File: config.mk
export PLATFORM = sky130hd
export DESIGN_NAME = red_pitaya_fads_gate
export DESIGN_NICKNAME = d
export VERILOG_FILES = /design/src/rtl/red_pitaya_fads_gate.sv
export SDC_FILE = /design/constraint.sdc
export NUM_CORES = 1
export LEC_CHECK = 0
export BUFFER_PORTS_ARGS = -buffer_cell sky130_fd_sc_hd__buf_2
export CORE_UTILIZATION = 59
export DETAILED_ROUTE_END_ITERATION = 16
export GPL_ROUTABILITY_DRIVEN = 0
export PLACE_DENSITY = 0.87
export SLEW_MARGIN = 20
export SYNTH_ARGS = -nofsm -noshare
export SYNTH_HDL_FRONTEND = slang
export SYNTH_SLANG_ARGS = --single-unit
File: constraint.sdc
create_clock -name adc_clk_i -period 8.3 [get_ports adc_clk_i]
set_clock_uncertainty 0.2 [all_clocks]
set_input_delay 0.415 -clock adc_clk_i [delete_from_list [all_inputs] [get_ports adc_clk_i]]
set_output_delay 0.415 -clock adc_clk_i [all_outputs]
set_load 0.1 [all_outputs]
File: src/rtl/red_pitaya_fads_gate.sv
// FADS droplet detector: hysteresis gate, width/peak qualification, delayed sort trigger.
// Define FADS_PEAK_EN to build peak tracking and the peak acceptance criterion.
module red_pitaya_fads_gate #(
    parameter int DW = 14,
    parameter int CW = 24,
    parameter int NW = 32
) (
    input  logic                 adc_clk_i,
    input  logic                 adc_rstn_i,
    input  logic signed [DW-1:0] adc_a_i,
    input  logic                 enable_i,
    input  logic signed [DW-1:0] cfg_thr_high_i,
    input  logic signed [DW-1:0] cfg_thr_low_i,
    input  logic        [CW-1:0] cfg_wmin_i,
    input  logic        [CW-1:0] cfg_wmax_i,
    input  logic signed [DW-1:0] cfg_peak_min_i,
    input  logic        [CW-1:0] cfg_delay_i,
    input  logic        [CW-1:0] cfg_pulse_i,
    output logic                 sort_trig_o,
    output logic                 busy_o,
    output logic                 event_o,
    output logic                 event_sort_o,
    output logic        [CW-1:0] last_width_o,
    output logic signed [DW-1:0] last_peak_o,
    output logic        [NW-1:0] droplet_cnt_o,
    output logic        [NW-1:0] sort_cnt_o
);

    localparam logic [2:0] S_IDLE    = 3'd0;
    localparam logic [2:0] S_DROPLET = 3'd1;
    localparam logic [2:0] S_DELAY   = 3'd2;
    localparam logic [2:0] S_FIRE    = 3'd3;
    localparam logic [2:0] S_REARM   = 3'd4;

    logic        [2:0]    state;
    logic signed [DW-1:0] s;
    logic        [CW-1:0] width;
    logic        [CW-1:0] cnt;
    logic        [CW-1:0] pul_lat;
    logic                 w_ok;
    logic                 p_ok;
    logic                 accept;

`ifdef FADS_PEAK_EN
    logic signed [DW-1:0] peak;
    assign p_ok = (peak >= cfg_peak_min_i);
`else
    logic unused_peak_min;
    assign unused_peak_min = ^cfg_peak_min_i;
    assign p_ok            = 1'b1;
    assign last_peak_o     = '0;
`endif

    assign w_ok   = (width >= cfg_wmin_i) && (width <= cfg_wmax_i);
    assign accept = w_ok && p_ok;
    assign busy_o = (state != S_IDLE);

    always_ff @(posedge adc_clk_i) begin
        if (!adc_rstn_i) begin
            s             <= '0;
            state         <= S_IDLE;
            width         <= '0;
            cnt           <= '0;
            pul_lat       <= '0;
            sort_trig_o   <= 1'b0;
            event_o       <= 1'b0;
            event_sort_o  <= 1'b0;
            last_width_o  <= '0;
            droplet_cnt_o <= '0;
            sort_cnt_o    <= '0;
`ifdef FADS_PEAK_EN
            peak          <= '0;
            last_peak_o   <= '0;
`endif
        end else begin
            s            <= adc_a_i;
            event_o      <= 1'b0;
            event_sort_o <= 1'b0;
            // Disable wins over every state; an unfinished droplet is simply dropped.
            if (!enable_i) begin
                state       <= S_IDLE;
                sort_trig_o <= 1'b0;
            end else begin
                case (state)
                    S_IDLE: begin
                        if (s > cfg_thr_high_i) begin
                            state <= S_DROPLET;
                            width <= CW'(1);
`ifdef FADS_PEAK_EN
                            peak  <= s;
`endif
                        end
                    end
                    S_DROPLET: begin
                        if (s >= cfg_thr_low_i) begin
                            if (width != '1) width <= width + 1'b1;
`ifdef FADS_PEAK_EN
                            if (s > peak) peak <= s;
`endif
                        end else begin
                            last_width_o  <= width;
`ifdef FADS_PEAK_EN
                            last_peak_o   <= peak;
`endif
                            cnt           <= cfg_delay_i;
                            pul_lat       <= (cfg_pulse_i == '0) ? CW'(1) : cfg_pulse_i;
                            event_o       <= 1'b1;
                            event_sort_o  <= accept;
                            droplet_cnt_o <= droplet_cnt_o + 1'b1;
                            if (accept) begin
                                sort_cnt_o <= sort_cnt_o + 1'b1;
                                state      <= S_DELAY;
                            end else begin
                                state      <= S_IDLE;
                            end
                        end
                    end
                    S_DELAY: begin
                        if (cnt == '0) begin
                            state       <= S_FIRE;
                            sort_trig_o <= 1'b1;
                            cnt         <= pul_lat - 1'b1;
                        end else begin
                            cnt <= cnt - 1'b1;
                        end
                    end
                    S_FIRE: begin
                        if (cnt == '0) begin
                            state       <= S_REARM;
                            sort_trig_o <= 1'b0;
                        end else begin
                            cnt <= cnt - 1'b1;
                        end
                    end
                    S_REARM: begin
                        // Hold off until the sorted droplet has left the detector.
                        if (s < cfg_thr_low_i) state <= S_IDLE;
                    end
                    default: begin
                        state       <= S_IDLE;
                        sort_trig_o <= 1'b0;
                    end
                endcase
            end
        end
    end

endmodule

## Word level (Yosys, flattened, before mapping)

Cells that the tools add are included.

- Flip-flop bits (word level): 180

- $add $sub $neg: 5
- Order comparisons: 5
- Eq/ne operators: 13
- Mux-type cells: 20
- Bitwise logic cells: 5
- Reductions and logical operators: 17

Operators by type and width:

| cell | count |
|---|---|
| $mux W24 | 7 |
| $pmux W24 S3 | 1 |
| $add A32 B1 Y32 const B | 2 |
| $logic_not A24 Y1 | 2 |
| $pmux W24 S2 | 1 |
| $sub A24 B1 Y24 const B | 2 |
| $add A24 B1 Y24 const B | 1 |
| $ge A24 B24 Y1 | 1 |
| $le A24 B24 Y1 | 1 |
| $ne A24 B24 Y1 const B | 1 |
| $ne A2 B2 Y1 const B | 8 |
| $mux W3 | 5 |
| $pmux W3 S5 | 1 |
| $ge A14 B14 Y1 | 1 |
| $gt A14 B14 Y1 | 1 |
| $lt A14 B14 Y1 | 1 |
| $reduce_and A5 Y1 | 2 |
| $reduce_and A3 Y1 | 3 |
| $reduce_and A4 Y1 | 2 |
| $eq A3 B2 Y1 const B | 2 |
| $reduce_bool A3 Y1 | 2 |
| $not A1 Y1 | 5 |
| $reduce_or A4 Y1 | 1 |
| $eq A3 B1 Y1 const B | 1 |
| other kinds (9) | 11 |

## Depth between registers and ports, before layout

Gate-level depths: netlist (run 1).

- Word-level depth: 5
- Depth in mapped cells: 12
- Mapped depth without buffers: 10

## Worst setup path before layout (run 1)

OpenSTA, ideal clock, no wires.

- Kind: register -> register
- From: reg sort_cnt_o[6]
- To: reg sort_cnt_o[31]
- Setup time: 0.070 ns
- Arrival time: 3.090 ns
- Required time: 8.030 ns
- Setup slack: 4.939 ns
- Cell stages (with the launch flop): 9
- Buffers on the path: 0
- Cell sequence: dfxtp_1 -> and4_1 -> nand4_1 -> nor3_1 -> nand3_1 -> nor2_1 -> nand4_1 -> or4_1 -> a21oi_1

- Word-level cells in the longest chain between the ends: 1

Ends and longest elaborated chain:

| element | line | source |
|---|---|---|
| from (decl) | 26 | `output logic [NW-1:0] sort_cnt_o` |
| from (signal assigned) | 111 | `sort_cnt_o <= sort_cnt_o + 1'b1;` |
| $add A32 B1 Y32 | 111 |  |

No other way between the ends.
A chain may end at the register's enable or synchronous reset.

## Final worst setup path (run 1)

- From: reg s[4]
- To: reg droplet_cnt_o[26]

- Word-level cells in the longest chain between the ends: 3

Ends and longest elaborated chain:

| element | line | source |
|---|---|---|
| from (decl) | 36 | `logic signed [DW-1:0] s;` |
| from (signal assigned) | 76 | `s <= adc_a_i;` |
| $ge A14 B14 Y1 | 95 | `if (s >= cfg_thr_low_i) begin` |
| $not A1 Y1 (no source line) | n/a |  |
| $reduce_and A3 Y1 (no source line) | n/a |  |
| to (signal assigned) | 109 | `droplet_cnt_o <= droplet_cnt_o + 1'b1;` |
| to (decl) | 25 | `output logic [NW-1:0] droplet_cnt_o,` |

No other way between the ends.

==> flow_summary.ini, run 1 <==
[synth]
synthAdderAreaFrac_pct = 9.54
synth.ff_latch_count = 180
synthArstFlopShare_pct = 0
muxShareOfSynthArea_pct = 0.279
edff_count_synth = 0
synthesized_area_per_cell_um2 = 7.71
yosys_most_used_dff = sky130_fd_sc_hd__dfxtp_1
main_combinational_cell_family_by_area_after_synthesis = simple AND/OR/NAND/NOR gates
synthDistinctLibCells = 65
synth_simple_gate_area_share_pct = 26.9
synth.yosys.seq_area_share_pct = 33.5
syn_area_um2 = 10800
synth_compound_area_share_pct = 17.0
post_synth_inst_count = 1394
number_of_warning_messages_in_the_yosys_log = 0
yosys.area_share.xor_xnor_pct = 5.46

[critical_path]
cp-start-kind = register
r2r_cells = 10
setup.worst_path.end_class = register
cp_data_required_time_ns = 8.45
critPathLaunch = s[4]
critical_path.endpoint = droplet_cnt_o[26]
worst-path-max-fanout = 60
r2r-end = droplet_cnt_o[26]
timing.setup.critical_path_class = reg -> reg
timing.critical_path.arrival_ns = 4.00
rrSetupSlack_ns = 4.45
r2r_start = s[4]

[die]
floorplan.initialDensity_pct = 60.1
placeable_core_region_um2 = 17900
die-width_um = 137
pin_count = 261
die_h_um = 137
row_count = 49
dieArea_um2 = 18800

[final_layout]
most-common-layout-cells = 232 x sky130_fd_sc_hd__buf_2, 180 x sky130_fd_sc_hd__dfxtp_1, 177 x sky130_fd_sc_hd__nand2_1
area.sequential_um2 = 3600
post_synthesis_to_final_layout_area_growth_pct = 17.6
design.final.nets = 1833
fillerInstances = 1418
post_route_cells_drive_above_1_share_pct = 18.3
final_common_cell = sky130_fd_sc_hd__buf_2
multi_input_comb_area_um2 = 6440

[placement]
dp.final_hpwl_um = 21000
io_buffers = 232

[detailed_routing]
vias = 10877
route.detailed.vias_per_inst = 5.91
drt_iter0_drc = 688
wl_per_cell_um = 16.1
detail_route.drc_violations = 0
drt-pass1-iter-count = 5
drt-total-wl_um = 29600
detail-route-antenna-nets = 0

[run_status]
status = finished clean

[sta]
grt_setup_unrepaired = false
finalMaxSlewViolations = 0
tightestPinTransition_ns = 0.997
finalSetupTns_ns = 0
timing.fmax_mhz = 260
layout_worst_path_cycle_share_pct = 46.4
slew_headroom_pct = 33.5
min_period_ns = 3.85
hold_ws_ns = 0.0171
final-hold-violation-count = 0
total_setup_violations_reported_at_the_end_of_the_flow = 0

[global_route]
grt.overflow.total = 0
groute.usage.overall_pct = 31.0
grt_pass1_vias = 9930
grt_pass1_wl_um = 46700
grt_start_max_net_pins = 88
grt_antenna_before_repair = 1

[cts]
cts.reportedPaths.clkPinSlew_ns = 0.07
clock_latency_ns = 0.44
clk_path_buf_depth = 2
h-tree-depth = 4
cts_made_buffers = 17
cts_root_buffer = sky130_fd_sc_hd__clkbuf_16
clock_sink_count = 180
cts_tree = built
number_of_gates_resized_after_cts = 0

[pwr]
power_density_nw_per_um2 = 159
static-leakage-power_nw = 5.58
irDropWorstVdd_v = 0.000146

[worst_hold_path]
worst_hold_path_type = in -> reg

[job]
timing.max_cap.violations = 0
==> per-stage QoR <==
step | utilization [%] | setup WS, ns | instance area [um^2] | total power, mW | std cells
2_1_floorplan | - | 4.94 | 10800 | 1.12 | 1407
3_3_place_gp | 66.7 | 4.38 | 11900 | 1.19 | 1794
3_5_place_dp | 66.7 | 4.29 | 11900 | 1.20 | 1794
4_1_cts | 70.7 | 4.47 | 12600 | 2.01 | 1838
5_1_grt | 70.7 | 4.16 | 12700 | 2.09 | 1839
6_report | 70.7 | 4.45 | 12700 | 2.01 | 1839
==> synth_stat cells (18+ instances only) <==
cell type                    n  area share (%)
sky130_fd_sc_hd__nor4_1     38             2.2
sky130_fd_sc_hd__clkbuf_1   56             2.0
sky130_fd_sc_hd__dfxtp_1   180              34
sky130_fd_sc_hd__nor2_1     92             3.2
sky130_fd_sc_hd__nand2_1   177             6.2
sky130_fd_sc_hd__xor2_1     29             2.4
sky130_fd_sc_hd__a21oi_1   130             6.0
sky130_fd_sc_hd__or3_1      34             2.0
sky130_fd_sc_hd__nand4_1    45             2.6
sky130_fd_sc_hd__ha_1       82             9.5
sky130_fd_sc_hd__nor3_1     30             1.4
sky130_fd_sc_hd__nand3_1    60             2.8
sky130_fd_sc_hd__or4_1      18             1.3
sky130_fd_sc_hd__o21ai_0    69             3.2
sky130_fd_sc_hd__inv_1      96             3.4
sky130_fd_sc_hd__xnor2_1    38             3.1
sky130_fd_sc_hd__and2_1     22             1.3
==> timing repair <==
action | in CTS | in global routing
hold endpoints to repair | 12 | 0
endpoints found under the setup margin | 0 | 0
buffers inserted | 0 | 0
hold buffers | 12 | 0
==> state kept, by name, summed over array words and instances (netlist names) <==
name	count
last_width_o	24
sort_trig_o	1
s	14
event_o	1
sort_cnt_o	32
event_sort_o	1
state	3
width	24
pul_lat	24
droplet_cnt_o	32
cnt	24
==> per-layer routing <==
layer	vias to the layer above	global-route usage (%)	wire (um)	share of wire, %
met1	5053	38.2	12200	41
met2	427	52.8	14300	49
met5	-	0	0	0
met3	69	6.89	2350	8.0
li1	5328	-	-	-
met4	0	11.1	654	2.2
==> cell families (layout without fill, tap and decap cells) <==
group                    after synthesis  in the layout
AND/OR/NAND/NOR                      572            572
AO/OA/AOI/OAI                        307            307
buffers and inverters                182            384
flip-flops                           180            180
adder cells (fa/ha/maj)               82             82
XOR/XNOR                              67             67
multiplexers                           3              3
other                                  1             15
==> power breakdown <==
group	total [mW]	leakage, nW	switching [mW]	internal [mW]
sequential	0.888	1.46	0.0136	0.874
combinational	0.303	3.84	0.190	0.113
clock	0.820	0.287	0.390	0.430
total	2.01	5.58	0.594	1.42
==> critical path, stage by stage (launching register included) <==
cell,delay [ns]
sky130_fd_sc_hd__dfxtp_1,0.33
sky130_fd_sc_hd__ha_1,0.31
sky130_fd_sc_hd__a21oi_1,0.15
sky130_fd_sc_hd__a21boi_0,0.11
sky130_fd_sc_hd__o31a_1,0.31
sky130_fd_sc_hd__o31a_1,0.42
sky130_fd_sc_hd__nor3_2,0.13
sky130_fd_sc_hd__buf_4,0.56
sky130_fd_sc_hd__nand4_1,0.47
sky130_fd_sc_hd__or4_1,0.54
sky130_fd_sc_hd__a21oi_1,0.20
==> worst min-delay path by stage <==
stage | from | to | slack, ns | cells after the start
finish | adc_a_i[5] | s[5] | 0.02 | 2
global route | adc_a_i[5] | s[5] | 0.01 | 2
CTS | adc_a_i[7] | s[7] | 0.008 | 2
detailed placement | last_width_o[4] | last_width_o[4] | 0.24 | 2
global placement | last_width_o[21] | last_width_o[21] | 0.24 | 2
floorplan | pul_lat[23] | pul_lat[23] | 0.25 | 2
==> layout make-up <==
| cell class | count | share of cell area, % |
|---|---|---|
| Multi-Input combinational cell | 1045 | 50.9 |
| Tap cell | 229 | 2.26 |
| Clock buffer | 18 | 3.39 |
| Clock inverter | 14 | 1.27 |
| Timing Repair Buffer | 254 | 10.7 |
| Sequential cell | 180 | 28.5 |
| Antenna cell | 1 | 0.0198 |
| Inverter | 98 | 2.92 |
No activity file was read; power rests on OpenSTA's default activity.
==> inputs of run 2 (changes only) <==
- CORE_UTILIZATION: 59 -> 55
- PLACE_DENSITY: 0.87 -> 0.82
- clock period: 8.3 -> 3.9 ns (I/O delays scaled with it)
==> run 2 against run 1 <==
  * Final cell count increased by 4.6%
  * Largest power group unchanged
  * Critical endpoint is now cnt[7]
  * Power up 120%
  * Count of clock-buffer cells in the layout is the same
==> flow_summary.ini, run 2 (synthesis results as in run 1) <==
[cts]
cts.reportedPaths.clkPinSlew_ns = 0.07
cts_made_buffers = 17
number_of_gates_resized_after_cts = 0
clock_sink_count = 180
clk_path_buf_depth = 2
h-tree-depth = 4
clock_latency_ns = 0.43
cts_root_buffer = sky130_fd_sc_hd__clkbuf_16
cts_tree = built

[final_layout]
number_of_diodes = 0
most-common-layout-cells = 232 x sky130_fd_sc_hd__buf_2, 180 x sky130_fd_sc_hd__dfxtp_1, 177 x sky130_fd_sc_hd__nand2_1
design.final.nets = 1888
post_synthesis_to_final_layout_area_growth_pct = 23.4
fin_area_um2 = 13300
biggestRegsByFlops = droplet_cnt_o x32, sort_cnt_o x32
final_util_pct = 70.0
final_common_cell = sky130_fd_sc_hd__buf_2
post_route_cells_drive_above_1_share_pct = 18.2

[die]
dieArea_um2 = 20100
floorplan.initialDensity_pct = 56.7
die_h_um = 142
row_count = 50
placeable_core_region_um2 = 19000
die-width_um = 142
pin_count = 261

[sta]
grt_setup_unrepaired = false
total_setup_violations_reported_at_the_end_of_the_flow = 0
hold_ws_ns = 0.0225
timing.fmax_mhz = 288
finalSetupTns_ns = 0
finalMaxSlewViolations = 0
min_period_ns = 3.48
layout_worst_path_cycle_share_pct = 89.1
slew_headroom_pct = 29.8
final-hold-violation-count = 0
tightestPinTransition_ns = 1.05

[critical_path]
cp_top_family = simple AND/OR/NAND/NOR gates
cp-start-kind = register
cp_data_required_time_ns = 4.00
worst-path-max-fanout = 13
timing.critical_path.slowest_cell_delay_ns = 0.68
worst-path-buf-inv = 0
crit_chain = or4_1 -> or4_4 -> or3_4 -> o21ai_4 -> or2_2 -> o221ai_1 -> a22oi_1 -> nor2_1
timing.setup.critical_path_class = reg -> reg
timing.critical_path.arrival_ns = 3.57
setup.worst_path.end_class = register
cp_slowest_cell = sky130_fd_sc_hd__or4_1

[pwr]
irDropWorstVdd_v = 0.000299
static-leakage-power_nw = 5.84
power_mw = 4.47
power_density_nw_per_um2 = 337

[placement]
dp.final_hpwl_um = 21400
io_buffers = 232
dpl_cell_area_um2 = 12000

[worst_hold_path]
worst_hold_path_type = in -> reg

[detailed_routing]
wl_per_cell_um = 16.4
drt-total-wl_um = 31500
detail-route-antenna-nets = 0
vias = 11207
route.detailed.vias_per_inst = 5.82
drt_iter0_drc = 787
detail_route.drc_violations = 0
drt-pass1-iter-count = 6

[global_route]
groute.usage.overall_pct = 31.3
grt_start_max_net_pins = 71
grt.overflow.total = 0
grt_pass1_wl_um = 50800
grt_antenna_before_repair = 0
grt_pass1_vias = 10670

[job]
timing.max_cap.violations = 0

[run_status]
status = finished clean
run 2: cell count changes in the layout (fill, tap and decap cells not counted), moves of 3 or more:
cell,delta
sky130_fd_sc_hd__dlygate4sd3_1,+47
sky130_fd_sc_hd__buf_4,+8
sky130_fd_sc_hd__inv_6,+4
sky130_fd_sc_hd__bufinv_16,+3
sky130_fd_sc_hd__clkinv_4,-3
sky130_fd_sc_hd__inv_8,-3
run 2: worst paths after layout:
kind	startpoint	to	slack, ns	cells past startpoint
min reg2reg	last_width_o[0]	last_width_o[0]	0.25	2
min	cfg_delay_i[14]	cnt[14]	0.02	5
max	cnt[4]	cnt[7]	0.42	8
max reg2reg	cnt[4]	cnt[7]	0.42	8
run 2: layout make-up:
cell class | instances | area, um^2
inverters | 98 | 370
fillers | 1517 | 5690
clock buffers | 18 | 429
clock inverters | 14 | 209
repair buffers | 309 | 1890
multi-input cells | 1045 | 6440
well taps | 260 | 325
flip-flops and latches | 180 | 3600
run 2: through the flow:
step,setup WS [ns],std cells
2_1_floorplan,0.539,1407
3_3_place_gp,0.588,1833
3_5_place_dp,0.548,1833
4_1_cts,0.539,1924
5_1_grt,0.324,1924
6_report,0.423,1924
run 2: timing repair:
action                                 4_1_cts  5_1_grt
setup buffers                                0        0
hold buffers                                59        0
endpoints found under the hold margin       64        0
run 2: worst reg2reg max path: stages (launching register included):
cell and delay (ns):
sky130_fd_sc_hd__dfxtp_1 0.37, sky130_fd_sc_hd__or4_1 0.68, sky130_fd_sc_hd__or4_4 0.61, sky130_fd_sc_hd__or3_4 0.43, sky130_fd_sc_hd__o21ai_4 0.35, sky130_fd_sc_hd__or2_2 0.23, sky130_fd_sc_hd__o221ai_1 0.15, sky130_fd_sc_hd__a22oi_1 0.27
sky130_fd_sc_hd__nor2_1 0.06
run 2: routing by layer:
layer / vias to the layer above / wire length [um] / part of all wire [%] / global-route usage (%)
met5: - / 0 / 0 / 0
met4: 0 / 1010 / 3.2 / 14.6
met3: 89 / 2490 / 7.9 / 7.53
met2: 477 / 15200 / 48 / 53.4
met1: 5201 / 12800 / 41 / 37.0
li1: 5440 / - / - / -
run 2: power breakdown:
part / leakage, nW / total, mW / switching (mW) / internal, mW
sequential: 1.46 / 1.89 / 0.0246 / 1.86
clock: 0.310 / 1.88 / 0.788 / 1.10
combinational: 4.07 / 0.701 / 0.427 / 0.275
